--- config.mk ---
export PLATFORM = sky130hd
export DESIGN_NAME = alu_seq
export DESIGN_NICKNAME = d
export VERILOG_FILES = /design/src/rtl/alu_seq.sv
export SDC_FILE = /design/constraint.sdc
export NUM_CORES = 1
export LEC_CHECK = 0
export ABC_AREA = 1
export CAP_MARGIN = 20
export CORE_ASPECT_RATIO = 1.75
export CORE_UTILIZATION = 42
export CTS_CLUSTER_SIZE = 10
export DETAILED_ROUTE_END_ITERATION = 12
export PLACE_DENSITY = 0.74
export SLEW_MARGIN = 20
export SYNTH_ARGS = -nofsm -noshare
export SYNTH_HDL_FRONTEND = slang
export SYNTH_SLANG_ARGS = --single-unit
--- constraint.sdc ---
create_clock -name clk -period 7.4 [get_ports clk]
set_input_delay 1.48 -clock clk [delete_from_list [all_inputs] [get_ports clk]]
set_output_delay 1.48 -clock clk [all_outputs]
set_load 0.03 [all_outputs]
--- src/rtl/alu_seq.sv ---
// alu_seq: multi-cycle ALU with iterative shifts/rotate and optional
// shift-add MUL (enable with `define ALU_MUL_EN). Ports:
//   clk, rst_n        clock, async active-low reset
//   start, busy, done request / in-progress / one-cycle result pulse
//   opcode, arg1,
//   arg2, in_flg      operation, operands, incoming {Z,CY,S,P,OV}
//   res, res_hi,
//   out_flg           result, MUL high half, outgoing {Z,CY,S,P,OV}
module alu_seq #(
  parameter int WIDTH = 16,
  parameter int SHW   = $clog2(WIDTH)
) (
  input  logic             clk,
  input  logic             rst_n,
  input  logic             start,
  input  logic [3:0]       opcode,
  input  logic [WIDTH-1:0] arg1,
  input  logic [WIDTH-1:0] arg2,
  input  logic [4:0]       in_flg,
  output logic             busy,
  output logic             done,
  output logic [WIDTH-1:0] res,
  output logic [WIDTH-1:0] res_hi,
  output logic [4:0]       out_flg
);

  localparam logic [3:0] OpAdd = 4'd0;
  localparam logic [3:0] OpSub = 4'd1;
  localparam logic [3:0] OpAnd = 4'd2;
  localparam logic [3:0] OpOr  = 4'd3;
  localparam logic [3:0] OpXor = 4'd4;
  localparam logic [3:0] OpNot = 4'd5;
  localparam logic [3:0] OpPsB = 4'd6;
  localparam logic [3:0] OpPsA = 4'd7;
  localparam logic [3:0] OpShl = 4'd8;
  localparam logic [3:0] OpShr = 4'd9;
  localparam logic [3:0] OpSar = 4'd10;
  localparam logic [3:0] OpRol = 4'd11;
  localparam logic [3:0] OpMul = 4'd12;

  localparam logic [SHW:0] MulCnt = (SHW+1)'(WIDTH);
  localparam logic [SHW:0] One    = (SHW+1)'(1);

  typedef enum logic [1:0] {
    IDLE,
    RUN,
    DONE
  } state_t;

  state_t           state_q;
  logic [3:0]       op_q;
  logic [WIDTH-1:0] a_q;
  logic [WIDTH-1:0] b_q;
  logic             cin_q;
  logic             pcy_q;
  logic             pov_q;
  logic             cy_q;
  logic [SHW:0]     cnt_q;
  logic             busy_q;
  logic             done_q;
  logic [WIDTH-1:0] res_q;
  logic [WIDTH-1:0] hi_q;
  logic [4:0]       flg_q;

  logic             unused_flg;
  assign unused_flg = ^{in_flg[4], in_flg[2:1]};

  // accept-time classification
  logic         is_sh;
  logic         is_mul;
  logic [SHW:0] cnt_d;

  always_comb begin
    is_sh  = (opcode >= OpShl) && (opcode <= OpRol);
`ifdef ALU_MUL_EN
    is_mul = (opcode == OpMul);
`else
    is_mul = 1'b0;
`endif
    cnt_d = '0;
    unique case (1'b1)
      is_sh:   cnt_d = {1'b0, arg2[SHW-1:0]};
      is_mul:  cnt_d = MulCnt;
      default: cnt_d = '0;
    endcase
  end

  // one shift/rotate step on the working register
  logic [WIDTH-1:0] sh_d;
  logic             sho_d;

  always_comb begin
    sh_d  = a_q;
    sho_d = cy_q;
    case (op_q)
      OpShl: begin
        sh_d  = {a_q[WIDTH-2:0], 1'b0};
        sho_d = a_q[WIDTH-1];
      end
      OpShr: begin
        sh_d  = {1'b0, a_q[WIDTH-1:1]};
        sho_d = a_q[0];
      end
      OpSar: begin
        sh_d  = {a_q[WIDTH-1], a_q[WIDTH-1:1]};
        sho_d = a_q[0];
      end
      OpRol: begin
        sh_d  = {a_q[WIDTH-2:0], a_q[WIDTH-1]};
        sho_d = a_q[WIDTH-1];
      end
      default: begin
        sh_d  = a_q;
        sho_d = cy_q;
      end
    endcase
  end

`ifdef ALU_MUL_EN
  // shift-add step: {hi,b} holds the partial product, b's low bit
  // is the current multiplier bit
  logic [WIDTH:0] macc;
  always_comb begin
    macc = {1'b0, hi_q};
    if (b_q[0]) macc = {1'b0, hi_q} + {1'b0, a_q};
  end
`endif

  // final result and flags, evaluated on the edge that raises done
  logic [WIDTH:0]   tmp;
  logic [WIDTH-1:0] fr;
  logic [WIDTH-1:0] fh;
  logic             fcy;
  logic             fov;
  logic [4:0]       ff;

  always_comb begin
    tmp = '0;
    fr  = a_q;
    fh  = '0;
    fcy = 1'b0;
    fov = 1'b0;
    case (op_q)
      OpAdd: begin
        tmp = {1'b0, a_q} + {1'b0, b_q}
            + {{WIDTH{1'b0}}, cin_q};
        fr  = tmp[WIDTH-1:0];
        fcy = tmp[WIDTH];
        fov = (a_q[WIDTH-1] == b_q[WIDTH-1])
           && (fr[WIDTH-1] != a_q[WIDTH-1]);
      end
      OpSub: begin
        tmp = {1'b0, a_q} - {1'b0, b_q}
            - {{WIDTH{1'b0}}, cin_q};
        fr  = tmp[WIDTH-1:0];
        fcy = tmp[WIDTH];
        fov = (a_q[WIDTH-1] != b_q[WIDTH-1])
           && (fr[WIDTH-1] != a_q[WIDTH-1]);
      end
      OpAnd: fr = a_q & b_q;
      OpOr:  fr = a_q | b_q;
      OpXor: fr = a_q ^ b_q;
      OpNot: fr = ~a_q;
      OpPsB: begin
        fr  = b_q;
        fcy = pcy_q;
        fov = pov_q;
      end
      OpPsA: begin
        fr  = a_q;
        fcy = pcy_q;
        fov = pov_q;
      end
      OpShl, OpShr, OpSar, OpRol: begin
        fr  = a_q;
        fcy = cy_q;
      end
`ifdef ALU_MUL_EN
      OpMul: begin
        fr  = b_q;
        fh  = hi_q;
        fcy = |hi_q;
      end
`endif
      default: fr = a_q;
    endcase
    ff = {~|fr, fcy, fr[WIDTH-1], ^fr, fov};
  end

  always_ff @(posedge clk or negedge rst_n) begin
    if (!rst_n) begin
      state_q <= IDLE;
      op_q    <= '0;
      a_q     <= '0;
      b_q     <= '0;
      cin_q   <= 1'b0;
      pcy_q   <= 1'b0;
      pov_q   <= 1'b0;
      cy_q    <= 1'b0;
      cnt_q   <= '0;
      busy_q  <= 1'b0;
      done_q  <= 1'b0;
      res_q   <= '0;
      hi_q    <= '0;
      flg_q   <= '0;
    end else begin
      case (state_q)
        IDLE: begin
          done_q <= 1'b0;
          if (start) begin
            op_q    <= opcode;
            a_q     <= arg1;
            b_q     <= arg2;
            cin_q   <= in_flg[3];
            pcy_q   <= in_flg[3];
            pov_q   <= in_flg[0];
            cy_q    <= in_flg[3];
            cnt_q   <= cnt_d;
            busy_q  <= 1'b1;
            state_q <= RUN;
          end
        end
        RUN: begin
          if (cnt_q == '0) begin
            res_q   <= fr;
            hi_q    <= fh;
            flg_q   <= ff;
            done_q  <= 1'b1;
            state_q <= DONE;
          end else begin
            cnt_q <= cnt_q - One;
`ifdef ALU_MUL_EN
            if (op_q == OpMul) begin
              hi_q <= macc[WIDTH:1];
              b_q  <= {macc[0], b_q[WIDTH-1:1]};
            end else begin
              a_q  <= sh_d;
              cy_q <= sho_d;
            end
`else
            a_q  <= sh_d;
            cy_q <= sho_d;
`endif
          end
        end
        DONE: begin
          done_q  <= 1'b0;
          busy_q  <= 1'b0;
          state_q <= IDLE;
        end
        default: begin
          done_q  <= 1'b0;
          busy_q  <= 1'b0;
          state_q <= IDLE;
        end
      endcase
    end
  end

  assign busy    = busy_q;
  assign done    = done_q;
  assign res     = res_q;
  assign res_hi  = hi_q;
  assign out_flg = flg_q;

endmodule

==> impl_metrics.csv, run 1 <==
group,metric,value,unit
worst_hold_path,hold_depth,2,
worst_setup_path,start_kind,"primary input",
clocking,clock-sinks,68,
global_route,grt_pass1_wl,33200,µm
worst_setup_path,crit_path_max_fanout,44,
flow_run,max_cap_viol_count,0,
timing,fin_crit,3970,ps
global_route,grtUsageTotal,27.4,%
worst_setup_path,endpoint_kind,"flip-flop",
yosys,synth_area_leader_cell,"dfrtp_1",
yosys,synth.distinct_cells,41,
clocking,cts_tree,"built",
yosys,synth-edff-count,0,
timing,final.setup.tns,0,ps
worst_setup_path,required,7650,ps
status,run_status,"completed",
floorplan,die_y,167,µm
floorplan,dieArea,16100,µm²
cells_and_area,nNetsFinal,1155,
yosys,syn_area,6550,µm²
timing,skew,7.16,ps
drt,ant_nets,0,
timing,slew_violations,0,
floorplan,num_rows,60,
timing,max_freq,252,MHz
drt,wl_per_cell,17.4,µm
timing,worst_slew_margin_rel,31.3,%
worst_setup_path,arrival,4220,ps
yosys,async_reset_ff_share,100,%
placement,hpwl,16500,µm
cells_and_area,layout_common_cells,"278 x nand2_1, 145 x inv_1, 77 x nand3_1",
cells_and_area,drive_above_1_share,3.46,%
timing,setup_viol,0,
clocking,clkLatencyLatePin,340,ps
drt,dr_total_vias,6718,
placement,io_buffers,63,
worst_setup_path,r2r_cells,15,
global_route,grt_max_degree,69,
drt,drt_pass1_iterations,5,
yosys,synthFlopType,"dfrtp_1",
placement,gp_congestion,0.977,
clocking,clockBufferDepth,2,
yosys,synthTopCellsByArea,"dfrtp_1 26%, nand2_1 16%, ha_1 14%",
clocking,clk_pin_slew,60,ps
yosys,synth_area_per_cell,6.63,µm²
clocking,cts_hold_buf,0,
clocking,post_cts_buffers,0,
clocking,cts_resized,0,
drt,routed_wl,21300,µm
floorplan,io_pins,83,
timing,hold_viol,0,
clocking,h-tree-depth,3,
global_route,grt_pass1_vias,6606,
worst_setup_path,path_class,"in -> reg",
clocking,cts_made_buffers,9,
global_route,gr-total-overflow,0,
yosys,netlist_instances,987,
floorplan,die_x,96.4,µm
yosys,ys_ff_latch,68,
cells_and_area,area_growth,15.5,%
drt,drt_iter0_drc,477,
yosys,seq_area_frac_synth,26.0,%
drt,post_drt_via_cell_ratio,5.48,
clocking,cts_root_buffer,"clkbuf_16",
drt,drc,0,
floorplan,start_util,42.8,%
cells_and_area,final_common_cell,"nand2_1",
cells_and_area,n_antenna_cell,0,
global_route,antenna_found_initial,0,
floorplan,fp.coreArea,15300,µm²
timing,period_share,53.7,%
timing,worst_pin_slew,1030,ps
worst_hold_path,hp-class,"reg -> reg",
timing,rsz0062_at_grt,"false",
yosys,synth_top_area_share,26.0,%
cells_and_area,n_fill_cell,1590,
yosys,ys_warn_count,0,
Yosys cell counts (all sizes together), types with 8 or more instances:
master and n:
nand2 279, buf 34, ha 72, inv 152, xnor2 8, nand3 77
dfrtp 68, a22oi 10, o21ai 75, clkbuf 8, a21oi 58, o22ai 18
nor3 17, o211ai 12, nor2 57
flip-flops by register name (all words and copies together), names as in the netlist:
| signal | flops |
|---|---|
| op_q | 4 |
| b_q | 16 |
| a_q | 16 |
| res | 15 |
| pov_q | 1 |
| cy_q | 1 |
| busy | 1 |
| pcy_q | 1 |
| out_flg | 5 |
| state_q | 2 |
| done | 1 |
| cnt_q | 5 |
cell type report:
class	count	area [µm²]	share of cell area, %
Inverter	152	571	7.54
Timing Repair Buffer	64	633	8.37
Sequential cell	68	1700	22.5
Clock inverter	6	113	1.49
Tap cell	186	233	3.08
Multi-Input combinational cell	740	4090	54.0
Clock buffer	9	225	2.98
per-layer routing:
metal,GRT usage [%],up-vias,share of wire [%]
met5,0,-,0
met4,20.0,0,7.4
met3,3.13,83,5.2
met2,47.4,266,50
met1,29.8,3090,37
li1,-,3279,-
worst max-delay path, stage by stage:
cell and delay, ps:
clkdlybuf4s50_1 450, nand2_1 90, nor2_4 740, inv_1 250
nand2_2 260, o21ai_2 320, inv_2 330, o21ai_0 130
o22ai_1 140
through the flow:
step | setup slack (ps) | instances | util, % | hold WS [ps] | instance area [µm²]
2_1_floorplan | 4440 | 1002 | - | 443 | 6600
3_3_place_gp | 3210 | 1210 | 47.2 | 463 | 7220
3_5_place_dp | 3180 | 1210 | 47.2 | 461 | 7220
4_1_cts | 3510 | 1225 | 49.4 | 475 | 7560
5_1_grt | 3150 | 1225 | 49.4 | 501 | 7560
6_report | 3430 | 1225 | 49.4 | 476 | 7560
worst paths after layout:
path | start | slack, ps | end
worst max register to register | a_q[0] | 3510 | out_flg[1]
worst max-delay path | start | 3430 | a_q[8]
max in group asynchronous | rst_n | 5430 | cnt_q[1]
min in group asynchronous | rst_n | 1330 | b_q[15]
worst min register to register | pov_q | 480 | pov_q
worst min-delay path | pov_q | 480 | pov_q
cells by family after synthesis:
logic type | share of synthesized area, %
simple gates | 28.7
buf+inv | 12.5
compound gates | 16.6
fa+ha+maj | 15.0
flops | 26.0
xor+xnor | 1.20
other cells | 0.0573
Power of run 1 is left out: the tool's default activity adds up to more than one toggle a clock period on the data nets, which glitch-free logic cannot reach.
==> run 2, diff against run 1 <==
Settings changed: PLACE_DENSITY 0.74 to 0.77.
Clock period 7.4 ns to 3.6 ns, I/O delays scaled along.
==> run 2 against run 1 <==
- cell area increased by 3.9%
- non-clock buffer count increased by 37
- critical endpoint is now out_flg[1]
- count of clock-buffer cells in the layout increased by 1
- register-to-register slack got worse by 3300 ps
- worst hold slack improved by 0.78 ps
- die area unchanged
- clock skew about the same
- highest routed layer unchanged
- worst setup slack got worse by 3200 ps
- critical path depth increased by 8
- core utilization increased by 1.9 points
==> impl_metrics.csv, run 2 (synthesis results as in run 1) <==
group,metric,value,unit
timing,setup_viol,0,
flow_run,max_cap_viol_count,0,
global_route,grtUsageTotal,29.3,%
worst_setup_path,crit_family,"adder cells",
floorplan,io_pins,83,
timing,fin_crit,3400,ps
clocking,clockBufferDepth,2,
worst_setup_path,path_class,"reg -> reg",
cells_and_area,n_antenna_cell,0,
timing,worst_slew_margin_rel,28.3,%
timing,rsz0062_at_grt,"false",
worst_setup_path,slowest_delay,580,ps
cells_and_area,seq_area,1700,µm²
worst_setup_path,start_kind,"flip-flop",
cells_and_area,drive_above_1_share,7.61,%
floorplan,die_y,167,µm
clocking,cts_tree,"built",
drt,m1WireLength,8500,µm
placement,io_buffers,63,
cells_and_area,nNetsFinal,1192,
drt,post_drt_via_cell_ratio,5.52,
placement,placed_area,7480,µm²
global_route,grt_pass1_vias,6862,
placement,hpwl,17600,µm
worst_setup_path,cp_num_buf_inv,1,
worst_setup_path,cp_common_cell,"nand2_1",
global_route,antenna_found_initial,0,
cells_and_area,area_growth,20.0,%
clocking,cts_made_buffers,9,
drt,drt_iter0_drc,528,
timing,slew_violations,0,
global_route,gr-total-overflow,0,
floorplan,start_util,42.8,%
drt,drt_pass1_iterations,5,
timing,max_freq,294,MHz
floorplan,fp.coreArea,15300,µm²
global_route,grt_max_degree,69,
cells_and_area,utilization,51.3,%
drt,ant_nets,0,
timing,hold_viol,0,
drt,dr.max_layer_used,"met4",
drt,dr_total_vias,6968,
timing,final.setup.tns,0,ps
drt,wl_per_cell,17.8,µm
drt,drc,0,
cells_and_area,layout_common_cells,"277 x nand2_1, 145 x inv_1, 75 x nand3_1",
clocking,h-tree-depth,3,
floorplan,num_rows,60,
global_route,grt_pass1_wl,35300,µm
cells_and_area,final_common_cell,"nand2_1",
clocking,clkLatencyLatePin,340,ps
worst_setup_path,arrival,3680,ps
drt,wl_met2,11300,µm
floorplan,die_x,96.4,µm
timing,skew,6.94,ps
worst_setup_path,crit_path_max_fanout,5,
worst_setup_path,required,3880,ps
clocking,clock-sinks,68,
clocking,cts_root_buffer,"clkbuf_16",
placement,gp_congestion,1.04,
drt,routed_wl,22400,µm
worst_setup_path,crit_chain,"fa_1, inv_1, ha_1, o21ai_1, nand2_1, nand2_1, nand2_1, or2_2, nand3_1, nand3_2, o21ai_0, ha_1, xnor2_2, xnor2_1, xnor2_1, nand2_1, nand2_1",
clocking,cts_hold_buf,0,
clocking,clk_pin_slew,60,ps
cells_and_area,multi_input_area,4120,µm²
worst_hold_path,hp-class,"reg -> reg",
timing,period_share,94.5,%
cells_and_area,n_fill_cell,1544,
floorplan,dieArea,16100,µm²
drt,route.met3.wl,1120,µm
worst_setup_path,endpoint_kind,"flip-flop",
cells_and_area,final_cell_area,7860,µm²
status,run_status,"completed",
worst_setup_path,slowest_stage,"fa_1",
timing,worst_pin_slew,1080,ps
==> run 2: timing repair <==
item                                    CTS  global route
resized for setup                         0            12
setup buffers                             0             3
endpoints found under the setup margin    0             1
==> run 2: worst register-to-register path: cells and delay by family, from the launching register on <==
family,cells,cell delay [ps]
DFF,1,450
buffers and inverters,1,60
AOI/OAI and AO/OA,2,270
and+or+nand+nor,8,1010
xor gates and xnor gates,3,500
adders and majority gates,3,1060
==> run 2: area by class of cell <==
class / count / area share [%]
Clock buffer: 10 / 3.04
Timing Repair Buffer: 101 / 11.6
Inverter: 152 / 7.26
Multi-Input combinational cell: 740 / 52.4
Clock inverter: 6 / 1.11
Sequential cell: 68 / 21.7
Tap cell: 186 / 2.96
==> run 2: routing by layer <==
layer  GRT usage (%)  up-vias
li1                -     3349
met1            34.2     3227
met2            50.3      310
met3            2.95       82
met4            17.5        0
met5               0        -
==> run 2: final timing paths <==
kind	cells past startpoint	slack, ps	start	to
setup / recovery	17	200	a_q[0]	out_flg[1]
hold / removal	2	480	out_flg[0]	out_flg[0]
min in group asynchronous	2	580	rst_n	b_q[14]
hold reg to reg	2	480	out_flg[0]	out_flg[0]
max in group asynchronous	2	2350	rst_n	a_q[0]
setup reg to reg	17	200	a_q[0]	out_flg[1]
==> run 2: per-stage QoR <==
stage          cells  setup slack (ps)  hold slack, ps
2_1_floorplan   1002               644             424
3_3_place_gp    1244               183             460
3_5_place_dp    1244               152             463
4_1_cts         1260              23.0             477
5_1_grt         1263              27.8             516
6_report        1263               198             477
Power of run 2 is left out for the same reason.
==> run 3, diff against run 2 <==
Settings changed: ABC_AREA 1 to not set, CORE_ASPECT_RATIO 1.75 to 1.25, SLEW_MARGIN 20 to 10.
==> run 3 against run 2 <==
- clock skew is 0.82 ps higher
- core utilization up 3.1 points
- area after synthesis increased by 0.23%
- largest cell class unchanged
- critical endpoint unchanged
- critical path type unchanged
- sequential share of layout area decreased by 1.0 points
- cell count down 9.0%
- flip-flop and latch count unchanged
==> impl_metrics.csv, run 3 <==
group,metric,value,unit
floorplan,dieArea,16100,µm²
timing,rsz0062_at_grt,"true",
timing,skew,7.76,ps
drt,wl_per_cell,17.8,µm
yosys,synthFlopType,"dfrtp_1",
drt,ant_nets,0,
worst_setup_path,required,3830,ps
global_route,grt_pass1_wl,32100,µm
global_route,antenna_found_initial,0,
clocking,h-tree-depth,3,
drt,dr_total_vias,6527,
global_route,gr-total-overflow,0,
placement,io_buffers,63,
clocking,cts_root_buffer,"clkbuf_16",
yosys,synthTopCellsByCount,"90 x nand2_1, 73 x a21oi_1, 72 x ha_1, 72 x o21ai_0, 68 x dfrtp_1",
timing,period_share,98.1,%
floorplan,die_y,142,µm
cells_and_area,nNetsFinal,1056,
clocking,clkLatencyLatePin,360,ps
yosys,synth.distinct_cells,71,
timing,slew_violations,0,
cells_and_area,seq_area,1700,µm²
drt,drc,0,
worst_setup_path,endpoint_kind,"flip-flop",
timing,setup_viol,0,
timing,hold_viol,0,
cells_and_area,multi_input_area,4470,µm²
timing,worst_pin_slew,832,ps
cells_and_area,area_growth,25.6,%
cells_and_area,n_antenna_cell,0,
clocking,clockBufferDepth,2,
timing,worst_slew_margin_rel,44.4,%
worst_setup_path,crit_path_max_fanout,5,
timing,max_freq,283,MHz
global_route,grtUsageTotal,26.1,%
yosys,synthTopCellsByArea,"dfrtp_1 26%, ha_1 14%, a21oi_1 5.6%",
worst_setup_path,r2r_start,"b_q[0]",
yosys,synth_area_leader_cell,"dfrtp_1",
floorplan,num_rows,50,
worst_hold_path,hp-class,"in -> async",
placement,gp_congestion,0.977,
floorplan,io_pins,83,
status,run_status,"completed",
yosys,ys_ff_latch,68,
cells_and_area,final_common_cell,"nand2_1",
cells_and_area,layout_common_cells,"90 x nand2_1, 80 x buf_4, 72 x a21oi_1",
placement,place_inst,1127,
worst_setup_path,arrival,3760,ps
cells_and_area,n_fill_cell,1448,
floorplan,fp.coreArea,15100,µm²
floorplan,die_x,114,µm
cells_and_area,utilization,54.4,%
clocking,cts_tree,"built",
worst_setup_path,r2r_cells,13,
global_route,grt_max_degree,48,
cells_and_area,fin_cells,1149,
yosys,yosysMostFrequentCell,"nand2_1",
drt,routed_wl,20500,µm
yosys,async_reset_ff_share,100,%
worst_setup_path,start_kind,"flip-flop",
clocking,clk_pin_slew,60,ps
yosys,netlist_instances,829,
drt,post_drt_via_cell_ratio,5.68,
flow_run,max_cap_viol_count,0,
yosys,synth-edff-count,0,
timing,fin_crit,3530,ps
worst_setup_path,regToRegSetupSlack,70,ps
timing,final.setup.tns,0,ps
drt,drt_iter0_drc,495,
yosys,seq_area_frac_synth,25.9,%
floorplan,start_util,43.3,%
clocking,cts_hold_buf,0,
yosys,ys_warn_count,0,
yosys,synth_area_per_cell,7.92,µm²
yosys,synth_top_area_share,25.9,%
cells_and_area,drive_above_1_share,14.1,%
worst_setup_path,reg2reg_to,"out_flg[1]",
clocking,cts_made_buffers,9,
drt,drt_pass1_iterations,5,
yosys,syn_area,6560,µm²
placement,hpwl,15700,µm
global_route,grt_pass1_vias,6137,
clocking,clock-sinks,68,
worst_setup_path,path_class,"reg -> reg",
[run 3: cell types whose count changed in the layout (fill, tap and decap cells not counted), sizes merged, moves of 15 or more]
cell	change
o21ai	+22
buf	+44
nand3	-58
mux2i	+30
inv	-88
a21oi	+15
nand2	-189
[run 3: logic make-up after synthesis]
kind of cell	after synthesis	synth area share, %
AOI/OAI and AO/OA	279	26.4
xor gates and xnor gates	25	3.45
adders and majority gates	76	14.9
buffers and inverters	127	8.56
DFF	68	25.9
muxes	32	4.92
other	1	0.0571
and+or+nand+nor	221	15.7
[run 3: worst max path at each step]
stage | start | cells past startpoint | end
6_report | b_q[0] | 13 | out_flg[1]
3_3_place_gp | a_q[0] | 14 | out_flg[1]
4_1_cts | b_q[0] | 16 | out_flg[1]
2_1_floorplan | a_q[0] | 14 | out_flg[1]
5_1_grt | b_q[9] | 13 | out_flg[1]
3_5_place_dp | a_q[0] | 14 | out_flg[1]
[run 3: final cells by class]
| cell class | count | area share, % |
|---|---|---|
| clock buffers | 10 | 2.90 |
| flip-flops and latches | 68 | 20.7 |
| repair buffers | 145 | 15.3 |
| inverters | 63 | 2.87 |
| multi-input cells | 649 | 54.3 |
| well taps | 208 | 3.16 |
| clock inverters | 6 | 0.865 |
[run 3: routing by layer]
layer  vias to the layer above  GRT usage, %  part of all wire [%]
li1                       3142             -                     -
met1                      3059          33.2                    42
met2                       261          43.0                    47
met3                        65          3.29                   7.0
met4                         0          13.9                   4.2
met5                         -             0                     0
[run 3: per-stage QoR]
stage	setup slack (ps)	area (µm²)	hold slack, ps
floorplan	119	6620	424
global placement	-41.7	7760	460
detailed placement	-122	7760	470
CTS	0.686	8110	482
global route	-91.7	8240	312
finish	69.3	8240	292
[run 3: worst max-delay path, stage by stage, from the launching register on]
cell,delay [ps]
dfrtp_1,390
inv_1,90
fa_2,390
fa_2,360
o21a_1,230
o22ai_4,230
o31ai_4,140
or3_1,390
a41o_1,300
ha_1,320
xnor2_2,150
xnor2_1,180
xnor2_1,140
o21ai_1,70
[run 3: what timing repair did]
item	CTS	global route
setup buffers	0	5
resized for setup	7	16
setup endpoints to repair	1	1
hold endpoints to repair	0	0
pin swaps	3	15
Power of run 3 is left out for the same reason.
